<file path="src/rtl/pong_game_engine_if.sv">
// pong_game_engine_if: bundles the video stream, player controls and game outputs of the Pong engine.
// Latency: none, wires only.
// Backpressure: none; the video stream is free-running, one pixel per clock.
// Signals: nextX/nextY/blank_n/hSync_n/vSync_n from the timing controller, start and paddle levels,
//          registered red/green/blue, delayed blankOut_n/hSyncOut_n/vSyncOut_n, scoreL/scoreR.
// master = video source / player side, slave = the game engine.
interface pong_game_engine_if;
    logic [10:0] nextX;
    logic [9:0]  nextY;
    logic        blank_n;
    logic        hSync_n;
    logic        vSync_n;
    logic        start;
    logic        lUp;
    logic        lDown;
    logic        rUp;
    logic        rDown;
    logic [7:0]  red;
    logic [7:0]  green;
    logic [7:0]  blue;
    logic        blankOut_n;
    logic        hSyncOut_n;
    logic        vSyncOut_n;
    logic [3:0]  scoreL;
    logic [3:0]  scoreR;

    modport master (
        output nextX, nextY, blank_n, hSync_n, vSync_n, start, lUp, lDown, rUp, rDown,
        input  red, green, blue, blankOut_n, hSyncOut_n, vSyncOut_n, scoreL, scoreR
    );

    modport slave (
        input  nextX, nextY, blank_n, hSync_n, vSync_n, start, lUp, lDown, rUp, rDown,
        output red, green, blue, blankOut_n, hSyncOut_n, vSyncOut_n, scoreL, scoreR
    );
endinterface

</file>
<file path="src/rtl/pong_game_engine.sv">
// pong_game_engine: Pong game state (ball, paddles, scores, serve/play/point FSM) plus pixel renderer.
// Latency: RGB and delayed blank/syncs are registered, exactly 1 pixel clock behind the coordinates.
// Backpressure: none; one pixel per clock, game state advances once per frame on the internal tick.
// Ports: Clock, Reset_n (async, active low); io (slave modport of pong_game_engine_if) carries the
//        pixel coordinates, blank/syncs, start and paddle levels in; RGB, delayed syncs, scores out.
// Build option: define PONG_SPEEDUP_EN so every paddle hit raises ball speed by 1 up to MAX_SPEED.
module pong_game_engine #(
    parameter int XRES         = 800,
    parameter int YRES         = 600,
    parameter int BALL_SIZE    = 8,
    parameter int BALL_SPEED   = 2,
    parameter int MAX_SPEED    = 6,
    parameter int PADDLE_W     = 8,
    parameter int PADDLE_H     = 64,
    parameter int PADDLE_X     = 16,
    parameter int PADDLE_SPEED = 4,
    parameter int WIN_SCORE    = 9,
    parameter int SERVE_FRAMES = 60
) (
    input  logic              Clock,
    input  logic              Reset_n,
    pong_game_engine_if.slave io
);
    // Speed register is sized for the larger of the start speed and the ceiling.
    localparam int SPEED_TOP = (MAX_SPEED > BALL_SPEED) ? MAX_SPEED : BALL_SPEED;
    localparam int SPW       = $clog2(SPEED_TOP + 1);
    localparam int SCW       = $clog2(SERVE_FRAMES + 1);

    // All position arithmetic is signed 12-bit so "pos - speed" near 0 cannot wrap.
    typedef logic signed [11:0] s12_t;
    localparam s12_t ZERO       = '0;
    localparam s12_t BALL_X0    = s12_t'((XRES - BALL_SIZE) / 2);
    localparam s12_t BALL_Y0    = s12_t'((YRES - BALL_SIZE) / 2);
    localparam s12_t BALL_X_MAX = s12_t'(XRES - BALL_SIZE);
    localparam s12_t BALL_Y_MAX = s12_t'(YRES - BALL_SIZE);
    localparam s12_t PAD_Y0     = s12_t'((YRES - PADDLE_H) / 2);
    localparam s12_t PAD_MAX    = s12_t'(YRES - PADDLE_H);
    localparam s12_t L_X        = s12_t'(PADDLE_X);
    localparam s12_t L_FACE     = s12_t'(PADDLE_X + PADDLE_W);
    localparam s12_t R_X        = s12_t'(XRES - PADDLE_X - PADDLE_W);
    localparam s12_t S_BS       = s12_t'(BALL_SIZE);
    localparam s12_t S_PW       = s12_t'(PADDLE_W);
    localparam s12_t S_PH       = s12_t'(PADDLE_H);
    localparam s12_t S_PSPD     = s12_t'(PADDLE_SPEED);

    typedef enum logic [2:0] {S_IDLE, S_SERVE, S_PLAY, S_POINT, S_GAMEOVER} state_t;

    state_t           state_q, state_d;
    logic [10:0]      ball_x_q, ball_x_d;
    logic [9:0]       ball_y_q, ball_y_d;
    logic [9:0]       pad_l_q, pad_l_d;
    logic [9:0]       pad_r_q, pad_r_d;
    logic             dir_x_q, dir_x_d;     // 1 = moving right (+X)
    logic             dir_y_q, dir_y_d;     // 1 = moving down (+Y)
    logic             point_r_q, point_r_d; // pending point belongs to the right player
    logic [SPW-1:0]   speed_q, speed_d;
    logic [3:0]       score_l_q, score_l_d;
    logic [3:0]       score_r_q, score_r_d;
    logic [SCW-1:0]   serve_cnt_q, serve_cnt_d;
    logic [3:0]       score_nx;
    logic             tick_q;
    logic             lit_q;
    logic             blank_q, hs_q, vs_q;

    s12_t bx, by, pl, pr, step, cand_x, cand_y, px, py;
    logic ov_l, ov_r, hit_l, hit_r;
    logic in_ball, in_lpad, in_rpad;

    function automatic logic [9:0] pad_step(input logic [9:0] p, input logic up, input logic dn);
        s12_t c;
        c = s12_t'({2'b00, p});
        if (up && !dn) begin
            c = c - S_PSPD;
        end else if (dn && !up) begin
            c = c + S_PSPD;
        end
        if (c < ZERO) begin
            c = ZERO;
        end else if (c > PAD_MAX) begin
            c = PAD_MAX;
        end
        return c[9:0];
    endfunction

    assign bx     = s12_t'({1'b0, ball_x_q});
    assign by     = s12_t'({2'b00, ball_y_q});
    assign pl     = s12_t'({2'b00, pad_l_q});
    assign pr     = s12_t'({2'b00, pad_r_q});
    assign step   = s12_t'(speed_q);
    assign cand_x = dir_x_q ? bx + step : bx - step;
    assign cand_y = dir_y_q ? by + step : by - step;

    // Hit tests use the ball row and paddle rows from before this tick's update.
    assign ov_l  = (by < pl + S_PH) && (pl < by + S_BS);
    assign ov_r  = (by < pr + S_PH) && (pr < by + S_BS);
    // "was clear" terms stop a ball already behind a paddle face from being pulled back out.
    assign hit_l = !dir_x_q && (cand_x <= L_FACE) && (bx >= L_FACE) && ov_l;
    assign hit_r = dir_x_q && (cand_x + S_BS >= R_X) && (bx + S_BS <= R_X) && ov_r;

    // Renderer: ball and both paddles are white, so ball priority needs no separate colour mux.
    assign px      = s12_t'({1'b0, io.nextX});
    assign py      = s12_t'({2'b00, io.nextY});
    assign in_ball = (px >= bx) && (px < bx + S_BS) && (py >= by) && (py < by + S_BS);
    assign in_lpad = (px >= L_X) && (px < L_X + S_PW) && (py >= pl) && (py < pl + S_PH);
    assign in_rpad = (px >= R_X) && (px < R_X + S_PW) && (py >= pr) && (py < pr + S_PH);

    always_comb begin
        state_d     = state_q;
        ball_x_d    = ball_x_q;
        ball_y_d    = ball_y_q;
        pad_l_d     = pad_l_q;
        pad_r_d     = pad_r_q;
        dir_x_d     = dir_x_q;
        dir_y_d     = dir_y_q;
        point_r_d   = point_r_q;
        speed_d     = speed_q;
        score_l_d   = score_l_q;
        score_r_d   = score_r_q;
        serve_cnt_d = serve_cnt_q;
        score_nx    = point_r_q ? score_r_q + 4'd1 : score_l_q + 4'd1;

        if (tick_q) begin
            if (state_q != S_IDLE && state_q != S_GAMEOVER) begin
                pad_l_d = pad_step(pad_l_q, io.lUp, io.lDown);
                pad_r_d = pad_step(pad_r_q, io.rUp, io.rDown);
            end

            unique case (state_q)
                S_IDLE: begin
                    if (io.start) begin
                        state_d     = S_SERVE;
                        serve_cnt_d = '0;
                    end
                end
                S_SERVE: begin
                    if (serve_cnt_q == SCW'(SERVE_FRAMES - 1)) begin
                        state_d     = S_PLAY;
                        serve_cnt_d = '0;
                    end else begin
                        serve_cnt_d = serve_cnt_q + SCW'(1);
                    end
                end
                S_PLAY: begin
                    if (cand_y <= ZERO) begin
                        ball_y_d = '0;
                        dir_y_d  = 1'b1;
                    end else if (cand_y >= BALL_Y_MAX) begin
                        ball_y_d = BALL_Y_MAX[9:0];
                        dir_y_d  = 1'b0;
                    end else begin
                        ball_y_d = cand_y[9:0];
                    end
                    // Paddle hits win over misses; X holds on a miss until POINT recentres.
                    if (hit_l || hit_r) begin
                        ball_x_d = hit_l ? L_FACE[10:0] : (R_X[10:0] - BALL_SIZE[10:0]);
                        dir_x_d  = hit_l;
`ifdef PONG_SPEEDUP_EN
                        if (speed_q < SPW'(MAX_SPEED)) begin
                            speed_d = speed_q + SPW'(1);
                        end
`endif
                    end else if (cand_x <= ZERO) begin
                        state_d   = S_POINT;
                        point_r_d = 1'b1;
                    end else if (cand_x >= BALL_X_MAX) begin
                        state_d   = S_POINT;
                        point_r_d = 1'b0;
                    end else begin
                        ball_x_d = cand_x[10:0];
                    end
                end
                S_POINT: begin
                    if (point_r_q) begin
                        score_r_d = score_nx;
                    end else begin
                        score_l_d = score_nx;
                    end
                    speed_d = SPW'(BALL_SPEED);
                    if (score_nx == 4'(WIN_SCORE)) begin
                        state_d = S_GAMEOVER;
                    end else begin
                        ball_x_d    = BALL_X0[10:0];
                        ball_y_d    = BALL_Y0[9:0];
                        dir_x_d     = !point_r_q;   // serve toward the player who conceded
                        dir_y_d     = 1'b1;
                        serve_cnt_d = '0;
                        state_d     = S_SERVE;
                    end
                end
                S_GAMEOVER: begin
                    if (io.start) begin
                        score_l_d   = '0;
                        score_r_d   = '0;
                        ball_x_d    = BALL_X0[10:0];
                        ball_y_d    = BALL_Y0[9:0];
                        dir_y_d     = 1'b1;
                        speed_d     = SPW'(BALL_SPEED);
                        serve_cnt_d = '0;
                        state_d     = S_SERVE;
                    end
                end
                default: state_d = S_IDLE;
            endcase
        end
    end

    always_ff @(posedge Clock or negedge Reset_n) begin
        if (!Reset_n) begin
            state_q     <= S_IDLE;
            ball_x_q    <= BALL_X0[10:0];
            ball_y_q    <= BALL_Y0[9:0];
            pad_l_q     <= PAD_Y0[9:0];
            pad_r_q     <= PAD_Y0[9:0];
            dir_x_q     <= 1'b1;
            dir_y_q     <= 1'b1;
            point_r_q   <= 1'b0;
            speed_q     <= SPW'(BALL_SPEED);
            score_l_q   <= '0;
            score_r_q   <= '0;
            serve_cnt_q <= '0;
            tick_q      <= 1'b0;
            lit_q       <= 1'b0;
            blank_q     <= 1'b1;
            hs_q        <= 1'b1;
            vs_q        <= 1'b1;
        end else begin
            state_q     <= state_d;
            ball_x_q    <= ball_x_d;
            ball_y_q    <= ball_y_d;
            pad_l_q     <= pad_l_d;
            pad_r_q     <= pad_r_d;
            dir_x_q     <= dir_x_d;
            dir_y_q     <= dir_y_d;
            point_r_q   <= point_r_d;
            speed_q     <= speed_d;
            score_l_q   <= score_l_d;
            score_r_q   <= score_r_d;
            serve_cnt_q <= serve_cnt_d;
            // Tick fires the cycle after the last visible pixel of the frame.
            tick_q      <= io.blank_n && (io.nextX == 11'(XRES - 1)) && (io.nextY == 10'(YRES - 1));
            lit_q       <= io.blank_n && (in_ball || in_lpad || in_rpad);
            blank_q     <= io.blank_n;
            hs_q        <= io.hSync_n;
            vs_q        <= io.vSync_n;
        end
    end

    assign io.red        = {8{lit_q}};
    assign io.green      = {8{lit_q}};
    assign io.blue       = {8{lit_q}};
    assign io.blankOut_n = blank_q;
    assign io.hSyncOut_n = hs_q;
    assign io.vSyncOut_n = vs_q;
    assign io.scoreL     = score_l_q;
    assign io.scoreR     = score_r_q;
endmodule

</file>
<file path="src/flat_wrapper.sv">
// flat-port wrapper written by rule: the top's interface ports become plain ports
module pong_game_engine_flat 
#(
    parameter int XRES         = 800,
    parameter int YRES         = 600,
    parameter int BALL_SIZE    = 8,
    parameter int BALL_SPEED   = 2,
    parameter int MAX_SPEED    = 6,
    parameter int PADDLE_W     = 8,
    parameter int PADDLE_H     = 64,
    parameter int PADDLE_X     = 16,
    parameter int PADDLE_SPEED = 4,
    parameter int WIN_SCORE    = 9,
    parameter int SERVE_FRAMES = 60
)
  (Clock, Reset_n, io_nextX, io_nextY, io_blank_n, io_hSync_n, io_vSync_n, io_start, io_lUp, io_lDown, io_rUp, io_rDown, io_red, io_green, io_blue, io_blankOut_n, io_hSyncOut_n, io_vSyncOut_n, io_scoreL, io_scoreR);
  pong_game_engine_if io_i ();
  input  logic Clock;
  input  logic Reset_n;
  input wire logic [$bits(io_i.nextX)-1:0] io_nextX;
  input wire logic [$bits(io_i.nextY)-1:0] io_nextY;
  input wire logic [$bits(io_i.blank_n)-1:0] io_blank_n;
  input wire logic [$bits(io_i.hSync_n)-1:0] io_hSync_n;
  input wire logic [$bits(io_i.vSync_n)-1:0] io_vSync_n;
  input wire logic [$bits(io_i.start)-1:0] io_start;
  input wire logic [$bits(io_i.lUp)-1:0] io_lUp;
  input wire logic [$bits(io_i.lDown)-1:0] io_lDown;
  input wire logic [$bits(io_i.rUp)-1:0] io_rUp;
  input wire logic [$bits(io_i.rDown)-1:0] io_rDown;
  output wire logic [$bits(io_i.red)-1:0] io_red;
  output wire logic [$bits(io_i.green)-1:0] io_green;
  output wire logic [$bits(io_i.blue)-1:0] io_blue;
  output wire logic [$bits(io_i.blankOut_n)-1:0] io_blankOut_n;
  output wire logic [$bits(io_i.hSyncOut_n)-1:0] io_hSyncOut_n;
  output wire logic [$bits(io_i.vSyncOut_n)-1:0] io_vSyncOut_n;
  output wire logic [$bits(io_i.scoreL)-1:0] io_scoreL;
  output wire logic [$bits(io_i.scoreR)-1:0] io_scoreR;
  assign io_i.nextX = io_nextX;
  assign io_i.nextY = io_nextY;
  assign io_i.blank_n = io_blank_n;
  assign io_i.hSync_n = io_hSync_n;
  assign io_i.vSync_n = io_vSync_n;
  assign io_i.start = io_start;
  assign io_i.lUp = io_lUp;
  assign io_i.lDown = io_lDown;
  assign io_i.rUp = io_rUp;
  assign io_i.rDown = io_rDown;
  assign io_red = io_i.red;
  assign io_green = io_i.green;
  assign io_blue = io_i.blue;
  assign io_blankOut_n = io_i.blankOut_n;
  assign io_hSyncOut_n = io_i.hSyncOut_n;
  assign io_vSyncOut_n = io_i.vSyncOut_n;
  assign io_scoreL = io_i.scoreL;
  assign io_scoreR = io_i.scoreR;
  pong_game_engine #(.XRES(XRES), .YRES(YRES), .BALL_SIZE(BALL_SIZE), .BALL_SPEED(BALL_SPEED), .MAX_SPEED(MAX_SPEED), .PADDLE_W(PADDLE_W), .PADDLE_H(PADDLE_H), .PADDLE_X(PADDLE_X), .PADDLE_SPEED(PADDLE_SPEED), .WIN_SCORE(WIN_SCORE), .SERVE_FRAMES(SERVE_FRAMES)) u_core (.Clock(Clock), .Reset_n(Reset_n), .io(io_i));
endmodule
</file>
<file path="config.mk">
export PLATFORM = sky130hd
export DESIGN_NAME = pong_game_engine_flat
export DESIGN_NICKNAME = d
export VERILOG_FILES = /design/src/rtl/pong_game_engine_if.sv /design/src/rtl/pong_game_engine.sv /design/src/flat_wrapper.sv
export SDC_FILE = /design/constraint.sdc
export NUM_CORES = 1
export LEC_CHECK = 0
export CORE_UTILIZATION = 52
export CTS_BUF_LIST = sky130_fd_sc_hd__clkbuf_4 sky130_fd_sc_hd__clkbuf_8
export DETAILED_ROUTE_END_ITERATION = 10
export GPL_TIMING_DRIVEN = 0
export PLACE_DENSITY = 0.73
export SYNTH_ARGS = -nofsm -noshare
export SYNTH_HDL_FRONTEND = slang
export SYNTH_SLANG_ARGS = --single-unit
export TNS_END_PERCENT = 20
</file>
<file path="constraint.sdc">
create_clock -name Clock -period 5.4 [get_ports Clock]
set_input_delay 1.08 -clock Clock [delete_from_list [all_inputs] [get_ports Clock]]
set_output_delay 1.08 -clock Clock [all_outputs]
set_load 0.05 [all_outputs]
</file>
==> flow_summary.toml, run 1 <==
[logic_synthesis]
ys_warn_count = 0
yosysTopAreaCellShare_pct = 20.9
synth.most_common_cell = "ha_1"
synthCells = 855
syn-cell-area_um2 = 7130
netlist-cell-type-count = 82
ys_seq_elements = 60
synth_edf_count = 0
async_flop_share_pct = 100
synth_area_leaders = "ha_1 21%, dfrtp_1 15%, dfstp_2 6.6%"
syn-num-nets = 1006
synth.top_cells.by_count = "119 x ha_1, 70 x o21ai_0, 61 x inv_1, 51 x nand2_1"
synth_top_cell_by_area = "ha_1"
ys.flop_type = "dfrtp_1"
yosysSeqAreaShare_pct = 21.4
syn_area_per_cell_um2 = 8.34

[detailed_routing]
num_vias = 6504
first_pass_iters = 5
antenna_left = 0
top_layer = "met4"
drt_iter0_markers = 481
wl_per_cell_um = 16.4
wl_met2_um = 7600
wl_met3_um = 1190
postRouteWirelength_um = 18200
drc = 0
drt-met1-wl_um = 9080
vias_per_cell = 5.85

[hold_path]
holdPathStages = 1
hold_end = "u_core.serve_cnt_q[4]$_DFFE_PN0P_"
hp-class = "reg -> reg"
hp-start = "u_core.serve_cnt_q[4]$_DFFE_PN0P_"

[placement]
port_buffers = 64
dpl-instance-area_um2 = 7990
routabilityCongestion = 0.907
hpwl_um = 14300

[cts]
cts.sinks = 60
clk_latency_ns = 0.37
path_clk_slew_ns = 0.07
cts_tree = "built"
cts_made_buffers = 9
cts_setup_buffers = 0
post_cts_resized = 0
cts_root_buffer = "clkbuf_8"
holdBufCountCts = 0
h-tree-depth = 3
clock_path_buffers = 2

[power]
switching_power_uw = 268
p_sw_share_pct = 27.1
power_frac_clock_pct = 42.2
p_seq_share_pct = 45.7
irDropWorstVdd_mv = 0.139
pwr_density_cell_nw_per_um2 = 121
combPwrFrac_pct = 12.0
internal_power_uw = 722
p_leak_nw = 3.58

[critical_path]
reg2reg_from = "u_core.dir_x_q$_DFFE_PN1P_"
crit_required_ns = 5.67
startpoint_type = "flip-flop"
worstRegToRegCells = 15
r2r_end = "u_core.ball_x_q[2]$_DFFE_PN1P_"
worstSetupPathType = "reg -> reg"
worstSetupEndpointType = "flip-flop"
r2r_slack_ns = 0.77
path_max_fanout = 13
path_cells = "inv_1 > ha_1 > a211oi_2 > nor2_1 > xnor2_1 > inv_1 > ha_1 > a21oi_1 > nand3_1 > or4_1 > o2111a_1 > o41ai_4 > buf_6 > a21oi_2 > a221oi_1"
cpPeakStageDelay_ns = 0.63
slowest_stage = "dfstp_2"
worstPathArrival_ns = 4.89

[global_routing]
grt-ovfl-total = 0
grt_max_degree = 61
grt_pass1_vias = 6145
antenna_found_initial = 0
track_usage_pct = 26.9
grt_pass1_wl_um = 30600

[layout]
fillers = 1188
fin_nets = 1081
area_growth_pct = 14.8
final_cell_area_um2 = 8190
drive_gt1_share_pct = 9.30
seq_area_um2 = 1520
diodes = 0
multiInputGateArea_um2 = 5110

[sta]
clock_skew_ns = 0.0111
drv_slew = 0
timing.final.crit_share_pct = 85.7
grt_setup_unrepaired = "false"
worst_pin_slew_ns = 0.842
fin_setup_tns_ns = 0
relSlewSlack_pct = 43.3
fmax_ghz = 0.216
hold_viol_final = 0
finalSetupViolCount = 0
fin_crit_ns = 4.63

[run_status]
status = "finished, final reports clean"

[floorplanning]
die_y_um = 119
num_rows = 42
start_util_pct = 53.7
core_area_um2 = 13300
ios = 66
dieArea_um2 = 14200
die_x_um = 119

[job]
maxCapViolCount = 0
-- layout make-up --
class | count | share of cell area (%)
Inverter | 63 | 2.89
Clock inverter | 6 | 0.795
Sequential cell | 60 | 18.6
Clock buffer | 10 | 1.60
Buffer | 42 | 3.18
Multi-Input combinational cell | 690 | 62.4
Tap cell | 176 | 2.69
Timing Repair Buffer | 64 | 7.79
-- layout by cell type (no fill, tap or decap), types with 32 or more instances in the layout --
cell             instances
ha_1                   119
o21ai_0                 70
clkdlybuf4s50_1         63
inv_1                   61
nand2_1                 51
nor2_1                  48
a21oi_1                 48
xnor2_1                 42
dfrtp_1                 42
nor3_1                  32
-- critical path, delay by kind of cell (launching register included) --
kind,cells,cell delay (ns)
buf+inv,3,0.54
flops,1,0.63
xor+xnor,1,0.40
fa+ha+maj,2,0.70
compound gates,6,1.54
simple gates,3,0.72
-- power groups by stage --
stage	combinational [mW]	clock (mW)	sequential, mW
4_1_cts	0.119	0.427	0.453
3_3_place_gp	0.117	0	0.461
2_1_floorplan	0.0535	0	0.465
3_5_place_dp	0.118	0	0.461
6_report	0.119	0.418	0.453
5_1_grt	0.133	0.449	0.453
-- per-stage QoR --
stage | worst slack [ns] | util (%) | power, mW | cells | hold WS (ns)
floorplan | 1.42 | - | 0.519 | 855 | 0.445
global placement | 0.813 | 60.1 | 0.578 | 1095 | 0.471
detailed placement | 0.817 | 60.1 | 0.579 | 1095 | 0.471
CTS | 0.777 | 61.6 | 0.999 | 1111 | 0.489
global route | 0.486 | 61.6 | 1.03 | 1111 | 0.503
finish | 0.773 | 61.6 | 0.990 | 1111 | 0.487
-- layer usage --
metal	up-vias	track usage [%]
li1	3294	-
met1	2984	38.8
met2	200	40.6
met3	26	5.08
met4	0	7.83
met5	-	0
-- sequential cells by signal, summed over array words and instances, names as in the netlist, 3 cells and up --
name,cells
u_core.ball_y_q,9
u_core.pad_l_q,8
u_core.io.scoreR,4
u_core.state_q,3
u_core.ball_x_q,10
u_core.pad_r_q,8
u_core.io.scoreL,4
u_core.serve_cnt_q,6
-- cells by family (layout without fill, tap and decap cells) --
logic type               after synthesis  in the layout  share of synthesized area, %
multiplexers                          14             14                          2.10
AND/OR/NAND/NOR                      258            258                          19.2
flip-flops                            60             60                          21.4
AO/OA/AOI/OAI                        251            251                          23.3
adder cells (fa/ha/maj)              120            120                          21.2
XOR/XNOR                              47             47                          5.88
buffers and inverters                105            185                          6.96
-- worst max-delay path by stage --
stage          cells after the start  slack [ns]                             end                  startpoint
2_1_floorplan                     15        1.42  u_core.ball_x_q[9]$_DFFE_PN0P_  u_core.dir_x_q$_DFFE_PN1P_
5_1_grt                           15        0.49  u_core.ball_x_q[2]$_DFFE_PN1P_  u_core.dir_x_q$_DFFE_PN1P_
4_1_cts                           15        0.78  u_core.ball_x_q[2]$_DFFE_PN1P_  u_core.dir_x_q$_DFFE_PN1P_
6_report                          15        0.77  u_core.ball_x_q[2]$_DFFE_PN1P_  u_core.dir_x_q$_DFFE_PN1P_
3_5_place_dp                      15        0.82  u_core.ball_x_q[2]$_DFFE_PN1P_  u_core.dir_x_q$_DFFE_PN1P_
3_3_place_gp                      15        0.81  u_core.ball_x_q[7]$_DFFE_PN1P_  u_core.dir_x_q$_DFFE_PN1P_
(Power assumes the default switching activity.)
==> inputs of run 2 (changes only) <==
--- a/config.mk
+++ b/config.mk
@@ -5,11 +5,13 @@
 export SDC_FILE = /design/constraint.sdc
 export NUM_CORES = 1
 export LEC_CHECK = 0
+export CAP_MARGIN = 15
 export CORE_UTILIZATION = 52
 export CTS_BUF_LIST = sky130_fd_sc_hd__clkbuf_4 sky130_fd_sc_hd__clkbuf_8
 export DETAILED_ROUTE_END_ITERATION = 10
 export GPL_TIMING_DRIVEN = 0
 export PLACE_DENSITY = 0.73
+export SLEW_MARGIN = 20
 export SYNTH_ARGS = -nofsm -noshare
 export SYNTH_HDL_FRONTEND = slang
 export SYNTH_SLANG_ARGS = --single-unit
==> flow_summary.toml, run 2 (synthesis gave the netlist of run 1 again) <==
[sta]
hold_slack_ns = 0.479
worst_pin_slew_ns = 0.846
grt_setup_unrepaired = "false"
relSlewSlack_pct = 43.0
fin_setup_tns_ns = 0
timing.final.crit_share_pct = 86.2
finalSetupViolCount = 0
fmax_ghz = 0.215
hold_viol_final = 0
fin_crit_ns = 4.66
clock_skew_ns = 0.0111
drv_slew = 0

[power]
pwr_density_cell_nw_per_um2 = 117
p_seq_share_pct = 47.3
p_leak_nw = 3.58
switching_power_uw = 266
irDropWorstVdd_mv = 0.129
p_total_uw = 957
internal_power_uw = 690
p_sw_share_pct = 27.8
power_frac_clock_pct = 40.0
combPwrFrac_pct = 12.7

[critical_path]
worstSetupPathType = "reg -> reg"
startpoint_type = "flip-flop"
path_max_fanout = 13
worstPathArrival_ns = 4.90
worstSetupEndpointType = "flip-flop"
crit_required_ns = 5.65

[layout]
fillers = 1185
drive_gt1_share_pct = 9.40
area_growth_pct = 15.0
layout_common_cells = "119 x ha_1, 70 x o21ai_0, 63 x clkdlybuf4s50_1, 61 x inv_1, 51 x nand2_1"
reg_top3 = "u_core.ball_x_q x10, u_core.ball_y_q x9"
mostFrequentLayoutCell = "ha_1"
multiInputGateArea_um2 = 5110
fin_util_pct = 61.7
largest_register_ffs = 10
top_register = "u_core.ball_x_q"
fin_nets = 1082
seq_area_um2 = 1520
diodes = 0

[detailed_routing]
drt_iter0_markers = 488
drc = 0
num_vias = 6604
vias_per_cell = 5.94
first_pass_iters = 5
wl_per_cell_um = 16.4
postRouteWirelength_um = 18300
antenna_left = 0

[global_routing]
grt_pass1_wl_um = 30700
track_usage_pct = 26.9
grt-ovfl-total = 0
antenna_found_initial = 0
grt_pass1_vias = 6181
grt_max_degree = 47

[placement]
routabilityCongestion = 0.907
hpwl_um = 14400
port_buffers = 64

[floorplanning]
die_x_um = 119
core_area_um2 = 13300
dieArea_um2 = 14200
start_util_pct = 53.7
num_rows = 42
die_y_um = 119
ios = 66

[cts]
cts_tree = "built"
cts_root_buffer = "clkbuf_8"
clk_latency_ns = 0.36
clock_path_buffers = 2
path_clk_slew_ns = 0.07
cts_made_buffers = 9
cts_setup_buffers = 0
cts.sinks = 60
h-tree-depth = 3
post_cts_resized = 0
holdBufCountCts = 0

[run_status]
status = "finished, final reports clean"

[hold_path]
hp-class = "reg -> reg"

[job]
maxCapViolCount = 0
## run 2: area by class of cell
cell class,count,area share [%]
inverter,63,2.88
timing repair buffer,65,8.11
sequential,60,18.6
buffer,42,3.17
multi-input combinational,690,62.3
clock buffer,11,1.77
tap,176,2.68
clock inverter,5,0.458
## run 2: through the flow
| step | instances | setup slack [ns] | cell area, um2 |
|---|---|---|---|
| after detailed placement | 1096 | 0.799 | 8020 |
| after global routing | 1112 | 0.459 | 8200 |
| after floorplan | 855 | 1.42 | 7130 |
| after CTS | 1112 | 0.760 | 8200 |
| final | 1112 | 0.743 | 8200 |
| after global placement | 1095 | 0.813 | 8000 |
## run 2: worst paths after layout
check / slack, ns / cells past startpoint / startpoint / to
hold / removal: 0.48 / 1 / u_core.serve_cnt_q[4]$_DFFE_PN0P_ / u_core.serve_cnt_q[4]$_DFFE_PN0P_
setup reg to reg: 0.74 / 15 / u_core.dir_x_q$_DFFE_PN1P_ / u_core.ball_x_q[9]$_DFFE_PN0P_
hold reg to reg: 0.48 / 1 / u_core.serve_cnt_q[4]$_DFFE_PN0P_ / u_core.serve_cnt_q[4]$_DFFE_PN0P_
min in group asynchronous: 0.58 / 1 / Reset_n / u_core.pad_r_q[5]$_DFFE_PN0P_
setup / recovery: 0.74 / 15 / u_core.dir_x_q$_DFFE_PN1P_ / u_core.ball_x_q[9]$_DFFE_PN0P_
max in group asynchronous: 4.25 / 2 / Reset_n / u_core.ball_x_q[8]$_DFFE_PN1P_
## run 2: power by group through the flow
stage               Clock [mW]  Sequential, mW  Combinational [mW]
floorplan                    0           0.465              0.0535
CTS                      0.393           0.453               0.122
global placement             0           0.461               0.117
detailed placement           0           0.461               0.121
finish                   0.382           0.453               0.122
global route             0.411           0.453               0.135
## run 2: per-layer routing
metal  global-route usage, %  vias up  part of all wire [%]
met4                    7.36        0                   1.6
met1                    39.1     3054                    49
met3                    5.08       24                   6.9
met5                       0        -                     0
li1                        -     3301                     -
met2                    40.2      225                    42
## run 2: worst max-delay path, cell delays in order, from the launching register on
cell and delay (ns):
dfstp_2 0.64, inv_1 0.26, ha_1 0.40, a211oi_2 0.47
nor2_1 0.13, xnor2_1 0.43, inv_1 0.09, ha_1 0.30
a21oi_1 0.16, nand3_1 0.11, or4_1 0.48, o2111a_1 0.17
o41ai_4 0.44, buf_6 0.20, o21ai_1 0.07, a22o_1 0.20
==> inputs of run 3 (changes only) <==
--- a/config.mk
+++ b/config.mk
@@ -6,11 +6,11 @@
 export NUM_CORES = 1
 export LEC_CHECK = 0
 export CAP_MARGIN = 15
-export CORE_UTILIZATION = 52
+export CORE_UTILIZATION = 55
 export CTS_BUF_LIST = sky130_fd_sc_hd__clkbuf_4 sky130_fd_sc_hd__clkbuf_8
 export DETAILED_ROUTE_END_ITERATION = 10
 export GPL_TIMING_DRIVEN = 0
-export PLACE_DENSITY = 0.73
+export PLACE_DENSITY = 0.77
 export SLEW_MARGIN = 20
 export SYNTH_ARGS = -nofsm -noshare
 export SYNTH_HDL_FRONTEND = slang
==> flow_summary.toml, run 3 (synthesis gave the netlist of run 1 again) <==
[global_routing]
grt.met3_usage_pct = 5.18
grt_max_degree = 37
grt-busiest-layer = "met2"
grt_use_met2_pct = 45.4
grt_pass1_wl_um = 30200
grt-ovfl-total = 0
antenna_found_initial = 0
grt_pass1_vias = 6201
grtUsageMet1_pct = 40.4
track_usage_pct = 28.8

[power]
p_total_mw = 1.05
irDropWorstVdd_mv = 0.119
pwr_density_cell_nw_per_um2 = 128
p_leak_nw = 3.60

[sta]
timing.final.crit_share_pct = 86.2
hold_viol_final = 0
fin_setup_tns_ns = 0
worst_pin_slew_ns = 0.789
fin_crit_ns = 4.65
relSlewSlack_pct = 46.8
clock_skew_ns = 0.0106
grt_setup_unrepaired = "false"
finalSetupViolCount = 0
fmax_ghz = 0.215
drv_slew = 0

[cts]
cts_setup_buffers = 0
path_clk_slew_ns = 0.08
cts.sinks = 60
h-tree-depth = 3
cts_tree = "built"
clk_latency_ns = 0.37
cts_made_buffers = 9
holdBufCountCts = 0
cts_root_buffer = "clkbuf_8"
post_cts_resized = 0
clock_path_buffers = 2

[layout]
fin_nets = 1082
largest_register_ffs = 10
mostFrequentLayoutCell = "ha_1"
reg_top3 = "u_core.ball_x_q x10, u_core.ball_y_q x9"
layout_common_cells = "119 x ha_1, 70 x o21ai_0, 63 x clkdlybuf4s50_1, 61 x inv_1, 51 x nand2_1"
drive_gt1_share_pct = 9.40
area_growth_pct = 15.4
diodes = 0
top_register = "u_core.ball_x_q"

[floorplanning]
die_x_um = 116
dieArea_um2 = 13400
die_y_um = 116
core_area_um2 = 12600
ios = 66
num_rows = 41
start_util_pct = 56.5

[detailed_routing]
num_vias = 6648
drc = 0
first_pass_iters = 6
antenna_left = 0
drt_iter0_markers = 459
vias_per_cell = 6.00
postRouteWirelength_um = 18600
wl_per_cell_um = 16.8

[critical_path]
critPathLaunch = "u_core.dir_x_q$_DFFE_PN1P_"
worstSetupEndpointType = "flip-flop"
crit_required_ns = 5.66
path_max_fanout = 13
r2r_slack_ns = 0.75
reg2reg_from = "u_core.dir_x_q$_DFFE_PN1P_"
worstPathArrival_ns = 4.92
worstSetupPathType = "reg -> reg"
startpoint_type = "flip-flop"

[run_status]
status = "finished, final reports clean"

[hold_path]
hp-start = "u_core.serve_cnt_q[5]$_DFFE_PN0P_"
hp-class = "reg -> reg"

[placement]
routabilityCongestion = 0.924
hpwl_um = 14500
port_buffers = 64

[job]
maxCapViolCount = 0
[run 3: final timing paths]
check,endpoint,cells past startpoint
max,u_core.ball_x_q[2]$_DFFE_PN1P_,15
min,u_core.serve_cnt_q[5]$_DFFE_PN0P_,1
max reg2reg,u_core.ball_x_q[2]$_DFFE_PN1P_,15
min reg2reg,u_core.serve_cnt_q[5]$_DFFE_PN0P_,1
max in group asynchronous,u_core.io.vSyncOut_n$_DFF_PN1_,2
min in group asynchronous,u_core.ball_x_q[5]$_DFFE_PN0P_,1
[run 3: cell type report]
cell class	instances	area, um2
plain buffers	42	260
clock buffers	9	124
clock inverters	7	98.8
fillers	1138	4390
inverters	63	236
multi-input cells	690	5110
flip-flops and latches	60	1520
well taps	172	215
repair buffers	65	658
[run 3: metal layers]
layer	part of all wire (%)	vias to the layer above
li1	-	3311
met1	48	3095
met2	44	220
met3	6.7	22
met4	1.2	0
met5	0	-
[run 3: per-stage QoR]
step                      hold WS [ns]  instance area (um2)  worst slack [ns]  cells  utilization, %
after global routing             0.503                 8230             0.416   1108            65.2
after global placement           0.468                 7990             0.835   1091            63.3
final                            0.480                 8230             0.746   1108            65.2
after floorplan                  0.445                 7130              1.42    855               -
after detailed placement         0.470                 8010             0.808   1092            63.5
after CTS                        0.483                 8230             0.747   1108            65.2
[run 3: critical path, stage by stage, from the launching register on]
cell	delay, ns
dfstp_2	0.63
inv_1	0.25
ha_1	0.41
a211oi_2	0.49
nor2_1	0.12
xnor2_1	0.35
inv_1	0.09
ha_1	0.30
a21oi_1	0.16
nand3_1	0.11
or4_1	0.48
o2111a_1	0.18
o41ai_4	0.44
buf_6	0.20
a21oi_2	0.07
a221oi_1	0.27
[run 3: power breakdown]
group,leakage [nW],internal (mW),switching (mW)
registers,0.712,0.452,0.000995
clock network,0.110,0.263,0.217
logic,2.78,0.0536,0.0690
total,3.60,0.768,0.286
